### src/rtl/ofdm_frame_assembler.sv
`default_nettype none
// +----------------------------------------------------------------------------+
// | Module      : ofdm_frame_assembler                                         |
// | Description : Emits one BPSK sync symbol built from a snapshotted sync     |
// |               word, then passes NUM_DATA_SYMBOLS data symbols to the IFFT. |
// | Revision    : 1.0 - initial release                                        |
// +----------------------------------------------------------------------------+
module ofdm_frame_assembler #(
    parameter int          FFT_SIZE         = 1024,
    parameter int          USED_CARRIERS    = 800,
    parameter int          NUM_DATA_SYMBOLS = 10,
    parameter logic [15:0] SYNC_AMPLITUDE   = 16'h4000
) (
    input  logic                     s_axis_aclk,
    input  logic                     s_axis_aresetn,
    input  logic                     enable,
    input  logic [USED_CARRIERS-1:0] sync_word,
    input  logic                     sync_word_valid,
    input  logic [31:0]              s_axis_data_tdata,
    input  logic                     s_axis_data_tvalid,
    output logic                     s_axis_data_tready,
    input  logic                     s_axis_data_tlast,
    output logic [31:0]              m_axis_tdata,
    output logic                     m_axis_tvalid,
    input  logic                     m_axis_tready,
    output logic                     m_axis_tlast,
    output logic                     m_axis_tuser,
    output logic                     busy,
    output logic                     framing_error,
    output logic [31:0]              frames_sent
);

    localparam int c_BW = $clog2(FFT_SIZE);
    localparam int c_SW = $clog2(NUM_DATA_SYMBOLS + 1);
    localparam int c_IW = $clog2(USED_CARRIERS);
    localparam int c_H  = USED_CARRIERS / 2;

    localparam logic [c_BW-1:0] c_BIN_LAST = c_BW'(FFT_SIZE - 1);
    localparam logic [c_SW-1:0] c_SYM_LAST = c_SW'(NUM_DATA_SYMBOLS - 1);
    localparam logic [15:0]     c_NEG_AMP  = 16'(~SYNC_AMPLITUDE + 16'd1);

    localparam logic [1:0] c_IDLE = 2'd0;
    localparam logic [1:0] c_SYNC = 2'd1;
    localparam logic [1:0] c_DATA = 2'd2;

    logic [1:0]               r_state;
    logic [USED_CARRIERS-1:0] r_snapshot;
    logic [c_BW-1:0]          r_bin;
    logic [c_SW-1:0]          r_sym;
    logic [31:0]              r_tdata;
    logic                     r_tvalid;
    logic                     r_tlast;
    logic                     r_tuser;
    logic                     r_framing_error;
    logic [31:0]              r_frames_sent;

    logic            w_out_ready;
    logic            w_start;
    logic            w_bin_last;
    logic            w_sync_used;
    logic [c_IW-1:0] w_idx;
    logic [15:0]     w_sync_i;

    assign w_out_ready = !r_tvalid || m_axis_tready;
    assign w_start     = enable && sync_word_valid;
    assign w_bin_last  = (r_bin == c_BIN_LAST);

    // Upper half of the word goes to positive carriers 1..H, lower half to the negative ones.
    always_comb begin
        w_sync_used = 1'b0;
        w_idx       = '0;
        if (r_bin != '0 && int'(r_bin) <= c_H) begin
            w_sync_used = 1'b1;
            w_idx       = c_IW'(c_H - 1 + int'(r_bin));
        end else if (int'(r_bin) >= FFT_SIZE - c_H) begin
            w_sync_used = 1'b1;
            w_idx       = c_IW'(int'(r_bin) - (FFT_SIZE - c_H));
        end
    end

    assign w_sync_i = !w_sync_used ? 16'h0000 :
                      (r_snapshot[w_idx] ? SYNC_AMPLITUDE : c_NEG_AMP);

    always_ff @(posedge s_axis_aclk) begin
        if (!s_axis_aresetn) begin
            r_state         <= c_IDLE;
            r_snapshot      <= '0;
            r_bin           <= '0;
            r_sym           <= '0;
            r_tdata         <= '0;
            r_tvalid        <= 1'b0;
            r_tlast         <= 1'b0;
            r_tuser         <= 1'b0;
            r_framing_error <= 1'b0;
            r_frames_sent   <= '0;
        end else begin
            case (r_state)
                c_IDLE: begin
                    if (w_out_ready) r_tvalid <= 1'b0;
                    if (w_start) begin
                        r_snapshot <= sync_word;
                        r_bin      <= '0;
                        r_sym      <= '0;
                        r_state    <= c_SYNC;
                    end
                end
                c_SYNC: begin
                    if (w_out_ready) begin
                        r_tdata  <= {16'h0000, w_sync_i};
                        r_tvalid <= 1'b1;
                        r_tlast  <= w_bin_last;
                        r_tuser  <= 1'b1;
                        r_bin    <= r_bin + 1'b1;
                        if (w_bin_last) begin
                            r_bin   <= '0;
                            r_state <= c_DATA;
                        end
                    end
                end
                c_DATA: begin
                    if (w_out_ready) begin
                        if (s_axis_data_tvalid) begin
                            r_tdata  <= s_axis_data_tdata;
                            r_tvalid <= 1'b1;
                            r_tlast  <= w_bin_last;
                            r_tuser  <= 1'b0;
                            r_bin    <= r_bin + 1'b1;
                            // Upstream tlast is only audited; the bin counter stays authoritative.
                            if (s_axis_data_tlast != w_bin_last) r_framing_error <= 1'b1;
                            if (w_bin_last) begin
                                r_bin <= '0;
                                if (r_sym == c_SYM_LAST) begin
                                    r_sym         <= '0;
                                    r_frames_sent <= r_frames_sent + 32'd1;
                                    if (w_start) begin
                                        r_snapshot <= sync_word;
                                        r_state    <= c_SYNC;
                                    end else begin
                                        r_state    <= c_IDLE;
                                    end
                                end else begin
                                    r_sym <= r_sym + 1'b1;
                                end
                            end
                        end else begin
                            r_tvalid <= 1'b0;
                        end
                    end
                end
                default: r_state <= c_IDLE;
            endcase
        end
    end

    assign s_axis_data_tready = (r_state == c_DATA) && w_out_ready;
    assign m_axis_tdata       = r_tdata;
    assign m_axis_tvalid      = r_tvalid;
    assign m_axis_tlast       = r_tlast;
    assign m_axis_tuser       = r_tuser;
    assign busy               = (r_state != c_IDLE);
    assign framing_error      = r_framing_error;
    assign frames_sent        = r_frames_sent;

endmodule
`default_nettype wire

### config.mk
export PLATFORM = sky130hd
export DESIGN_NAME = ofdm_frame_assembler
export DESIGN_NICKNAME = d
export VERILOG_FILES = /design/src/rtl/ofdm_frame_assembler.sv
export SDC_FILE = /design/constraint.sdc
export NUM_CORES = 2
export LEC_CHECK = 0
export ABC_AREA = 1
export BUFFER_PORTS_ARGS = -buffer_cell sky130_fd_sc_hd__buf_2
export CAP_MARGIN = 30
export CORE_AREA = 2 2 354 356
export DETAILED_ROUTE_END_ITERATION = 8
export DIE_AREA = 0 0 356 358
export PLACE_DENSITY = 0.55
export REMOVE_ABC_BUFFERS = 1
export SETUP_SLACK_MARGIN = 0.1
export SYNTH_ARGS = -nofsm -noshare
export SYNTH_HDL_FRONTEND = slang
export SYNTH_SLANG_ARGS = --single-unit
### constraint.sdc
create_clock -name s_axis_aclk -period 3.55 [get_ports s_axis_aclk]
set_input_delay 0.5325 -clock s_axis_aclk [delete_from_list [all_inputs] [get_ports s_axis_aclk]]
set_output_delay 0.5325 -clock s_axis_aclk [all_outputs]
set_load 0.01 [all_outputs]
==> summary.md <==
| Metric | Value |
|---|---|
| NetSw | `between 0.02 and 0.025 W` |
| Worst EP arrival | `just under 4000 ps` |
| Sw frac | `between 40% and 50%` |
| Final instance area | `about 0.051 mm2` |
| Slew HR | `around a third` |
| HP Start | `s_axis_data_tdata[31]` |
| Avg WL per Cell | `between 15 and 20 um` |
| Static Leak | `~21 nW` |
| Via count | `around 42k` |
| R2R depth | `23` |
| Sink Count | `884` |
| P&R area growth vs syn | `28.9%` |
| Worst Hold Depth | `3` |
| CP max stage delay | `between 300 and 400 ps` |
| Core area | `roughly 0.12 mm2` |
| Final setup viols | `0` |
| Worst hold slack | `around 90 ps` |
| DRT antenna net count | `0` |
| FF-to-FF Start | `r_bin[4]` |
| Kind of critical path | `flip-flop to flip-flop` |
| Yosys warnings | `0` |
| FF-to-FF setup slack | `between 200 and 250 ps` |
| Die Area | `between 0.1 and 0.15 mm2` |
| Port Buf Inserts | `a little over 900` |
| Routability cong. | `0.911` |
| Reg power frac | `approximately 27%` |
| RSZ-0062 raised after global routing | `true` |
| CTS H-tree depth | `3` |
| Combinational Power Share | `about half` |
| Placed cells | `8030` |
| FF-to-FF End | `m_axis_tdata[15]` |
| First-pass GRT wire length | `between 200000 and 250000 um` |
| Outcome | `finished, final reports clean` |
| # DRC | `0` |
| Clock slew at reported path FFs | `about 60 ps` |
| Pwr/cell area | `957 mW/mm2` |
| Drt total wl | `around 160000 um` |
| Synth top cells by count | `884 x dfxtp_1, 871 x o21ai_0, 800 x nand3_1` |
| Flops & latches, synth | `884` |
| Final Power | `between 0.04 and 0.05 W` |
| Drt pass-1 iters | `6` |
| Count leader, synth | `dfxtp_1` |
| Synth top area share | `44.5%` |
| Post-DP HPWL | `around 120000 um` |
| Internal power | `approximately 0.028 W` |
| Layout Nets | `roughly 7.4k` |
| Final hold vios | `0` |
| Iteration-0 DRC count of the detailed router | `3690` |
| Layout cells sized above 1 | `21.3%` |
| Post-route minimum period | `roughly 3300 ps` |
| Final Cycle Share | `between 90% and 100%` |
| Min-Delay Endpoint | `m_axis_tdata[31]` |
| Req. time, crit path | `around 4200 ps` |
| Gr ovfl total | `0` |
| Placed Area | `between 0.04 and 0.05 mm2` |
| Row count | `between 100 and 150` |
| Synth top area cells | `dfxtp_1 45%, o21ai_0 11%, nand3_1 10%` |
| Ys flop type | `dfxtp_1` |
| Crit path top cell by count | `nand3_1` |
| Vias/cell | `between 5 and 6` |
| Number of buffers created by CTS | `just under 100` |
| Slowest-stage cell, CP | `dfxtp_2` |
| CP Max Fanout | `34` |
| GRT Util Overall | `24.0%` |
| IO Count | `909` |
| Number of global-route vias before repair | `around 40k` |
| Dominant cell type by area after synthesis | `dfxtp_1` |
| Initial Utilization | `about a third` |
| Final Skew | `24.8 ps` |
| Synth Instances | `5719` |
| Setup Slack @ Placement | `-107 ps` |
| Post-synthesis sequential area ratio | `44.5%` |
| Max Freq | `between 300 and 400 MHz` |
| Slew Limit Fails | `0` |
| Worst hold-check path type | `primary input to flip-flop` |
| Clock Tree Buf Depth | `3` |
| Largest net degree at the start of global routing | `197` |
| Worst Max-Slew Pin Slew | `984 ps` |
| Critical-path cell list | `inv_1, ha_1, nand3_1, nor2_2, nor2_4, nand3_4, nand2_8, inv_4, buf_12, buf_6, nand2_1, nand3_1, nand3_1, nand3_1, nand3_1, nand3_1, nand3_1, nand3_1, nand3_1, nand2_1, nand2_1, nand2_1, a21oi_2` |
| Max-Cap Viols | `0` |
| Clock power frac | `22.2%` |
| Syn Area/Cell | `6.95 um2` |
| Final WS setup | `around 230 ps` |
| Die W | `roughly 360 um` |
| Post-synth ARST share | `0%` |
| Number of flops mapped to enable cells by yosys | `0` |
| Worst IR Drop VDD | `~0.44 mV` |
| Clock root cell | `clkbuf_16` |
| Finished Layout Cells | `8258` |
| Synth unique cells | `42` |
| Clock network latency to the later pin of the worst-skew pair | `roughly 700 ps` |
| CP Capture Type | `flip-flop` |
| Hold buffer count at cts | `0` |
| Initial antenna violation count | `14` |
| Chip Height | `358 um` |
| CTS tree | `done` |
| Worst setup SP type | `flip-flop` |
| Post-synthesis instance area | `between 0.03 and 0.04 mm2` |
-- worst max-delay path by stage --
stage / from / cells past startpoint / to / slack, ps
3_3_place_gp: r_bin[5] / 27 / m_axis_tdata[15] / -160
3_5_place_dp: r_bin[4] / 24 / m_axis_tdata[15] / -110
5_1_grt: r_bin[4] / 28 / m_axis_tdata[15] / -10
6_report: r_bin[4] / 23 / m_axis_tdata[15] / 230
2_1_floorplan: r_state[0] / 10 / r_snapshot[102] / -31310
4_1_cts: r_bin[5] / 26 / m_axis_tdata[15] / 110
-- through the flow --
step	util, %	TNS, ps
3_3_place_gp	38.0	-159
5_1_grt	41.5	-14.7
4_1_cts	40.9	0
2_1_floorplan	-	-
3_5_place_dp	38.0	-107
6_report	41.5	0
-- worst max-delay path: cells and delay by family (launching register included) --
kind	cells	cell delay, ps
flip-flops	1	350
buffers and inverters	4	540
AND/OR/NAND/NOR	17	1950
adder cells (fa/ha/maj)	1	190
AO/OA/AOI/OAI	1	120
-- cell families (layout without fill, tap and decap cells) --
family | after synthesis | count (layout) | share of synthesized area (%)
buffers and inverters | 994 | 1881 | 9.99
AO/OA/AOI/OAI | 1551 | 1551 | 20.4
other | 0 | 14 | 0
adder cells (fa/ha/maj) | 15 | 15 | 0.472
XOR/XNOR | 6 | 6 | 0.132
AND/OR/NAND/NOR | 2269 | 2270 | 24.5
flip-flops | 884 | 884 | 44.5
-- flip-flops by register name, summed over array words and instances, names as in the netlist --
| name | flops |
|---|---|
| r_snapshot | 800 |
| frames_sent | 32 |
| m_axis_tdata | 32 |
| r_bin | 10 |
| r_sym | 4 |
| r_state | 2 |
| framing_error | 1 |
| m_axis_tlast | 1 |
| m_axis_tuser | 1 |
| m_axis_tvalid | 1 |
-- power groups by stage --
stage	Sequential, W	Clock (W)	Combinational [W]
after global routing	0.0133	0.0115	0.0275
after CTS	0.0131	0.0111	0.0238
after floorplan	0.0115	0	0.0104
final	0.0131	0.0109	0.0250
after global placement	0.0133	0	0.0232
after detailed placement	0.0133	0	0.0233
-- area by class of cell --
class	count	area, um2
Fill cell	12932	72100
Multi-Input combinational cell	3842	18400
Sequential cell	884	17700
Timing Repair Buffer	1169	7620
Clock buffer	138	2780
Tap cell	1637	2050
Inverter	532	2050
Clock inverter	42	627
Antenna cell	14	35.0
-- timing repair --
action	in CTS	in global routing
endpoints found under the setup margin	1	26
gates cloned	2	7
buffers inserted	2	23
resized for setup	14	87
pin swaps	1	17
-- cell usage in the layout (no fill, tap or decap), drive strengths merged, types with 24 or more instances in the layout --
master / instances
dfxtp: 884
a21oi: 546
inv: 532
nand2: 628
nand3: 803
o21ai: 875
nor2: 793
nor3: 30
clkinv: 24
o211ai: 111
clkbuf: 144
buf: 1161
-- per-layer routing --
| layer | vias up | track usage [%] | part of all wire (%) | wire [um] |
|---|---|---|---|---|
| met1 | 19349 | 31.2 | 43 | 70000 |
| met4 | 2 | 9.00 | 3.7 | 6000 |
| met5 | - | 0 | 0.0080 | 13 |
| met3 | 284 | 3.62 | 6.6 | 10800 |
| met2 | 1536 | 39.9 | 47 | 76400 |
| li1 | 20555 | - | - | - |
Power figures use the tool's default switching activity.
